==> src/rtl/ones_ctrl_pkg.sv <==
// Shared state encoding and width helper for the serial ones-count controller.
package ones_ctrl_pkg;

   localparam logic [1:0] S_IDLE  = 2'b00;
   localparam logic [1:0] S_SHIFT = 2'b01;
   localparam logic [1:0] S_DONE  = 2'b10;

   // Bits needed to hold a count of 0..w inclusive.
   function automatic int unsigned cw_of(input int unsigned w);
      return $clog2(w + 1);
   endfunction

endpackage

==> src/rtl/ones_shift_dp.sv <==
// Bit-serial ones-count datapath: shift register, accumulator and bit pointer.
// ONES_COUNT_EARLY_EXIT_EN compiles in the "no ones remain" comparator.
module ones_shift_dp
   import ones_ctrl_pkg::*;
#(
   parameter int unsigned WIDTH = 8,
   parameter int unsigned CW    = cw_of(WIDTH)
) (
   input  logic             clk,
   input  logic             reset,
   input  logic             i_load,
   input  logic             i_shift,
   input  logic [WIDTH-1:0] i_data,
   output logic             o_last,
   output logic             o_rem_zero,
   output logic [CW-1:0]    o_next_count
);

   logic [WIDTH-1:0] r_shreg;
   logic [CW-1:0]    r_acc;
   logic [CW-1:0]    r_ptr;

   assign o_next_count = r_acc + CW'(r_shreg[0]);
   assign o_last       = (r_ptr == CW'(1));

`ifdef ONES_COUNT_EARLY_EXIT_EN
   assign o_rem_zero = ((r_shreg >> 1) == '0);
`else
   assign o_rem_zero = 1'b0;
`endif

   always_ff @(posedge clk) begin
      if (reset) begin
         r_shreg <= '0;
         r_acc   <= '0;
         r_ptr   <= '0;
      end else if (i_load) begin
         r_shreg <= i_data;
         r_acc   <= '0;
         r_ptr   <= CW'(WIDTH);
      end else if (i_shift) begin
         r_shreg <= r_shreg >> 1;
         r_acc   <= o_next_count;
         r_ptr   <= r_ptr - CW'(1);
      end
   end

endmodule

==> src/rtl/ones_count_ctrl.sv <==
// Control unit for the serial ones-count: IDLE/SHIFT/DONE FSM plus the result register.
// Early exit is selected inside ones_shift_dp by ONES_COUNT_EARLY_EXIT_EN.
module ones_count_ctrl
   import ones_ctrl_pkg::*;
#(
   parameter int unsigned WIDTH = 8
) (
   input  logic                     clk,
   input  logic                     reset,
   input  logic                     start,
   input  logic [WIDTH-1:0]         data_in,
   output logic                     ready,
   output logic                     busy,
   output logic                     done,
   output logic [cw_of(WIDTH)-1:0]  count
);

   localparam int unsigned CW = cw_of(WIDTH);

   logic [1:0]    r_state;
   logic [1:0]    w_state_d;
   logic [CW-1:0] r_count;
   logic          w_load;
   logic          w_shift;
   logic          w_last;
   logic          w_rem_zero;
   logic          w_exit;
   logic [CW-1:0] w_next_count;

   assign w_load  = (r_state == S_IDLE) && start;
   assign w_shift = (r_state == S_SHIFT);
   assign w_exit  = w_last || w_rem_zero;

   ones_shift_dp #(
      .WIDTH (WIDTH),
      .CW    (CW)
   ) u_dp (
      .clk          (clk),
      .reset        (reset),
      .i_load       (w_load),
      .i_shift      (w_shift),
      .i_data       (data_in),
      .o_last       (w_last),
      .o_rem_zero   (w_rem_zero),
      .o_next_count (w_next_count)
   );

   always_comb begin
      w_state_d = r_state;
      case (r_state)
         S_IDLE:  if (start) w_state_d = S_SHIFT;
         S_SHIFT: if (w_exit) w_state_d = S_DONE;
         S_DONE:  w_state_d = S_IDLE;
         default: w_state_d = S_IDLE;
      endcase
   end

   always_ff @(posedge clk) begin
      if (reset) begin
         r_state <= S_IDLE;
         r_count <= '0;
      end else begin
         r_state <= w_state_d;
         // Result lands on the same edge that enters DONE.
         if (w_shift && w_exit) r_count <= w_next_count;
      end
   end

   assign ready = (r_state == S_IDLE);
   assign busy  = (r_state == S_SHIFT) || (r_state == S_DONE);
   assign done  = (r_state == S_DONE);
   assign count = r_count;

endmodule

==> config.mk <==
export PLATFORM = sky130hd
export DESIGN_NAME = ones_count_ctrl
export DESIGN_NICKNAME = d
export VERILOG_FILES = /design/src/rtl/ones_ctrl_pkg.sv /design/src/rtl/ones_shift_dp.sv /design/src/rtl/ones_count_ctrl.sv
export SDC_FILE = /design/constraint.sdc
export NUM_CORES = 1
export LEC_CHECK = 0
export ABC_AREA = 0
export CORE_ASPECT_RATIO = 0.9
export CORE_MARGIN = 4
export CORE_UTILIZATION = 46
export DETAILED_ROUTE_END_ITERATION = 16
export HOLD_SLACK_MARGIN = 0.08
export PLACE_DENSITY_LB_ADDON = 0.15
export SYNTH_ARGS = -nofsm -noshare
export SYNTH_HDL_FRONTEND = slang
export SYNTH_SLANG_ARGS = --single-unit
==> constraint.sdc <==
create_clock -name clk -period 1.3 [get_ports clk]
set_input_delay 0.26 -clock clk [delete_from_list [all_inputs] [get_ports clk]]
set_output_delay 0.26 -clock clk [all_outputs]
set_load 0.01 [all_outputs]
==> results.ini <==
[timing]
fin_skew_ns = 0.0177
worstMarginPinSlew_ns = 0.227
min_period_ns = 1.37
max_freq_mhz = 729
layout_setup_ws_ns = -0.0714
drv_slew = 0
tns_ns = -0.498
rsz0062_at_grt = yes
setup_viol = 16
slew_headroom = 0.848
hold_viol_final = 0
min_period_over_period = 1.05

[critical_path]
critical_path_class = register to register
cp-start-kind = register
timing.rr.start = u_dp.r_ptr[1]
crit_slowest_cell = dfxtp_2
crit_family = flip-flops
ff2ff_path_depth = 5
end_kind = register
slowest_delay_ns = 0.35
cp_num_buf_inv = 1
crit_fanout = 2
critPathArrivalTime_ns = 1.62
rr_endpoint = r_state[0]
startpoint = u_dp.r_ptr[1]
critPathRequiredTime_ns = 1.54
path_cells = inv_2 > ha_4 > or3b_1 > a21oi_2 > mux2i_1
r2r_setup_slack_ns = -0.07

[clocking]
cts_buffers = 3
insertion_delay_ns = 0.33
cts_root_buf = clkbuf_4
ctsHtreeMaxLevel = 1
cts_tree = yes
clk_transition_reported_paths_ns = 0.14
cts.sinks = 22
clock_path_buffers = 2
holdBufCountCts = 0

[synthesis]
ys_types = 26
synthesis.nets = 126
synth_top_area_cell = dfxtp_1
synthDominantCellAreaShare = 0.408
synth.cell_area_mm2 = 0.00108
yosys-top-cells-area = dfxtp_1, mux2i_1, ha_1
yosysWarnings = 0
yosys_register_bits = 22
ys_seq_area_frac = 0.408
netlist_instances = 107
syn_avg_cell_area_um2 = 10.1

[run]
drv_cap = 0

[global_routing]
grt_pass1_vias = 884
grt_pass1_wl_um = 3960
grt_use_total = 0.169
grt_max_degree = 18
grt_overflow = 0
antenna_found_initial = 0

[placement]
finalWeightedCongestion = 0.669
io_buffer_count = 17
placed_cell_area_mm2 = 0.00139
dp_hpwl_um = 1600
pre_cts_ws_ns = -0.143

[hold_path]
worstHoldStart = count[1]
hold_path.class = register to register
whs_endpoint = count[1]
min_path_cells = 2

[final_layout]
final_area_mm2 = 0.00156
area_delta_synth_final_pct = 44.0
drive_above_1_share = 0.350
finish.utilization = 0.706
layout.nets = 163
num_antenna_cells = 0

[route]
dr.first_iter.drc_count = 5
dr_total_vias = 851
drt-total-wl_um = 2400
remaining_drc_errors = 0
ant_nets = 0
vias_per_cell = 5.01
drt_pass1_iterations = 4
wire_per_inst_um = 14.1

[status]
violations = negative setup slack
status = finished with violations

[die]
die-width_um = 59.1
ioPinCount = 18
rows = 16
die-area_mm2 = 0.00319
start_util = 0.490
coreArea_mm2 = 0.00220
die_h_um = 54.0

[pwr]
ir_worst_vdd_uv = 1130
pwr_density_cell_mw_per_mm2 = 1840
p_leak_nw = 0.623

[flip-flops by register name, summed over array words and instances (netlist names)]
signal        cells
count             4
r_state           2
u_dp.r_acc        4
u_dp.r_ptr        4
u_dp.r_shreg      8
[cells in the mapped netlist (all sizes together)]
master	instances
clkbuf	2
ha	8
xnor2	3
a21oi	3
mux2i	12
dfxtp	22
and4bb	1
nand3	2
nor4b	1
xor2	4
or3b	1
nand3b	1
inv	4
nor2	18
nor2b	1
nand4	1
a211oi	10
buf	4
o22ai	1
nand2b	5
nand2	3
[tightest hold or removal path, cell delays in order, from the launching register on]
cell and delay (ns):
dfxtp_1 0.35, mux2i_1 0.06, nor2_1 0.07
[metrics by stage]
step / std cells / power [mW] / hold slack [ns]
finish: 170 / 2.87 / 0.510
global route: 170 / 3.04 / 0.525
CTS: 166 / 2.76 / 0.516
detailed placement: 160 / 2.06 / 0.483
global placement: 160 / 2.02 / 0.480
floorplan: 107 / 1.68 / 0.423
[cells by family after synthesis]
kind of cell	Yosys count	share of synthesized area
AOI/OAI and AO/OA	14	0.102
xor gates and xnor gates	7	0.0568
buffers and inverters	10	0.0533
muxes	12	0.111
adders and majority gates	8	0.0927
DFF	22	0.408
and+or+nand+nor	34	0.176
[power by group]
group          switching [mW]  internal [mW]  leakage, nW
clock                   0.228          0.312       0.0279
combinational           0.631          0.782        0.413
sequential             0.0969          0.819        0.182
[placed cells by master, fill, tap and decap left out, types with 2 or more instances in the layout]
cell / netlist / layout
a211oi_1: 8 / 6
a211oi_2: 2 / 4
a21oi_1: 2 / 2
buf_4: 1 / 16
buf_6: 2 / 7
clkbuf_4: 0 / 3
clkdlybuf4s50_1: 0 / 10
dfxtp_1: 22 / 18
dfxtp_2: 0 / 4
dlygate4sd2_1: 0 / 4
ha_1: 8 / 4
ha_4: 0 / 4
inv_2: 0 / 3
mux2i_1: 12 / 12
nand2b_1: 5 / 4
nand3_1: 2 / 2
nor2_1: 16 / 16
nor2_2: 2 / 2
xnor2_1: 3 / 3
xor2_1: 4 / 4
[repair_timing]
| action | 4_1_cts | 5_1_grt |
|---|---|---|
| buffers inserted | 1 | 4 |
| gates resized for setup | 35 | 3 |
| pin swaps | 9 | 6 |
| endpoints found under the setup margin | 21 | 21 |
| gates cloned | 1 | 0 |
[worst max path at each step]
| stage | slack, ns | end | cells past startpoint |
|---|---|---|---|
| after floorplan | -0.01 | count[0] | 7 |
| after global placement | -0.11 | busy | 3 |
| after detailed placement | -0.14 | busy | 3 |
| after CTS | -0.08 | count[0] | 7 |
| after global routing | -0.14 | count[0] | 7 |
| final | -0.07 | r_state[0] | 5 |
[layout make-up]
class                      instances  area [µm²]
multi-input combinational         75         654
fill                             174         647
sequential                        22         445
timing repair buffer              38         354
tap                               27        33.8
clock inverter                     1        30.0
clock buffer                       3        22.5
inverter                           4        15.0
[per-layer routing]
| metal | wire (µm) | up-vias | track usage |
|---|---|---|---|
| met5 | 0 | - | 0 |
| met4 | 21 | 0 | 0.0717 |
| met3 | 85 | 2 | 0.0312 |
| met2 | 1220 | 19 | 0.316 |
| met1 | 1080 | 396 | 0.187 |
| li1 | - | 434 | - |
No activity file was read; power rests on OpenSTA's default activity.
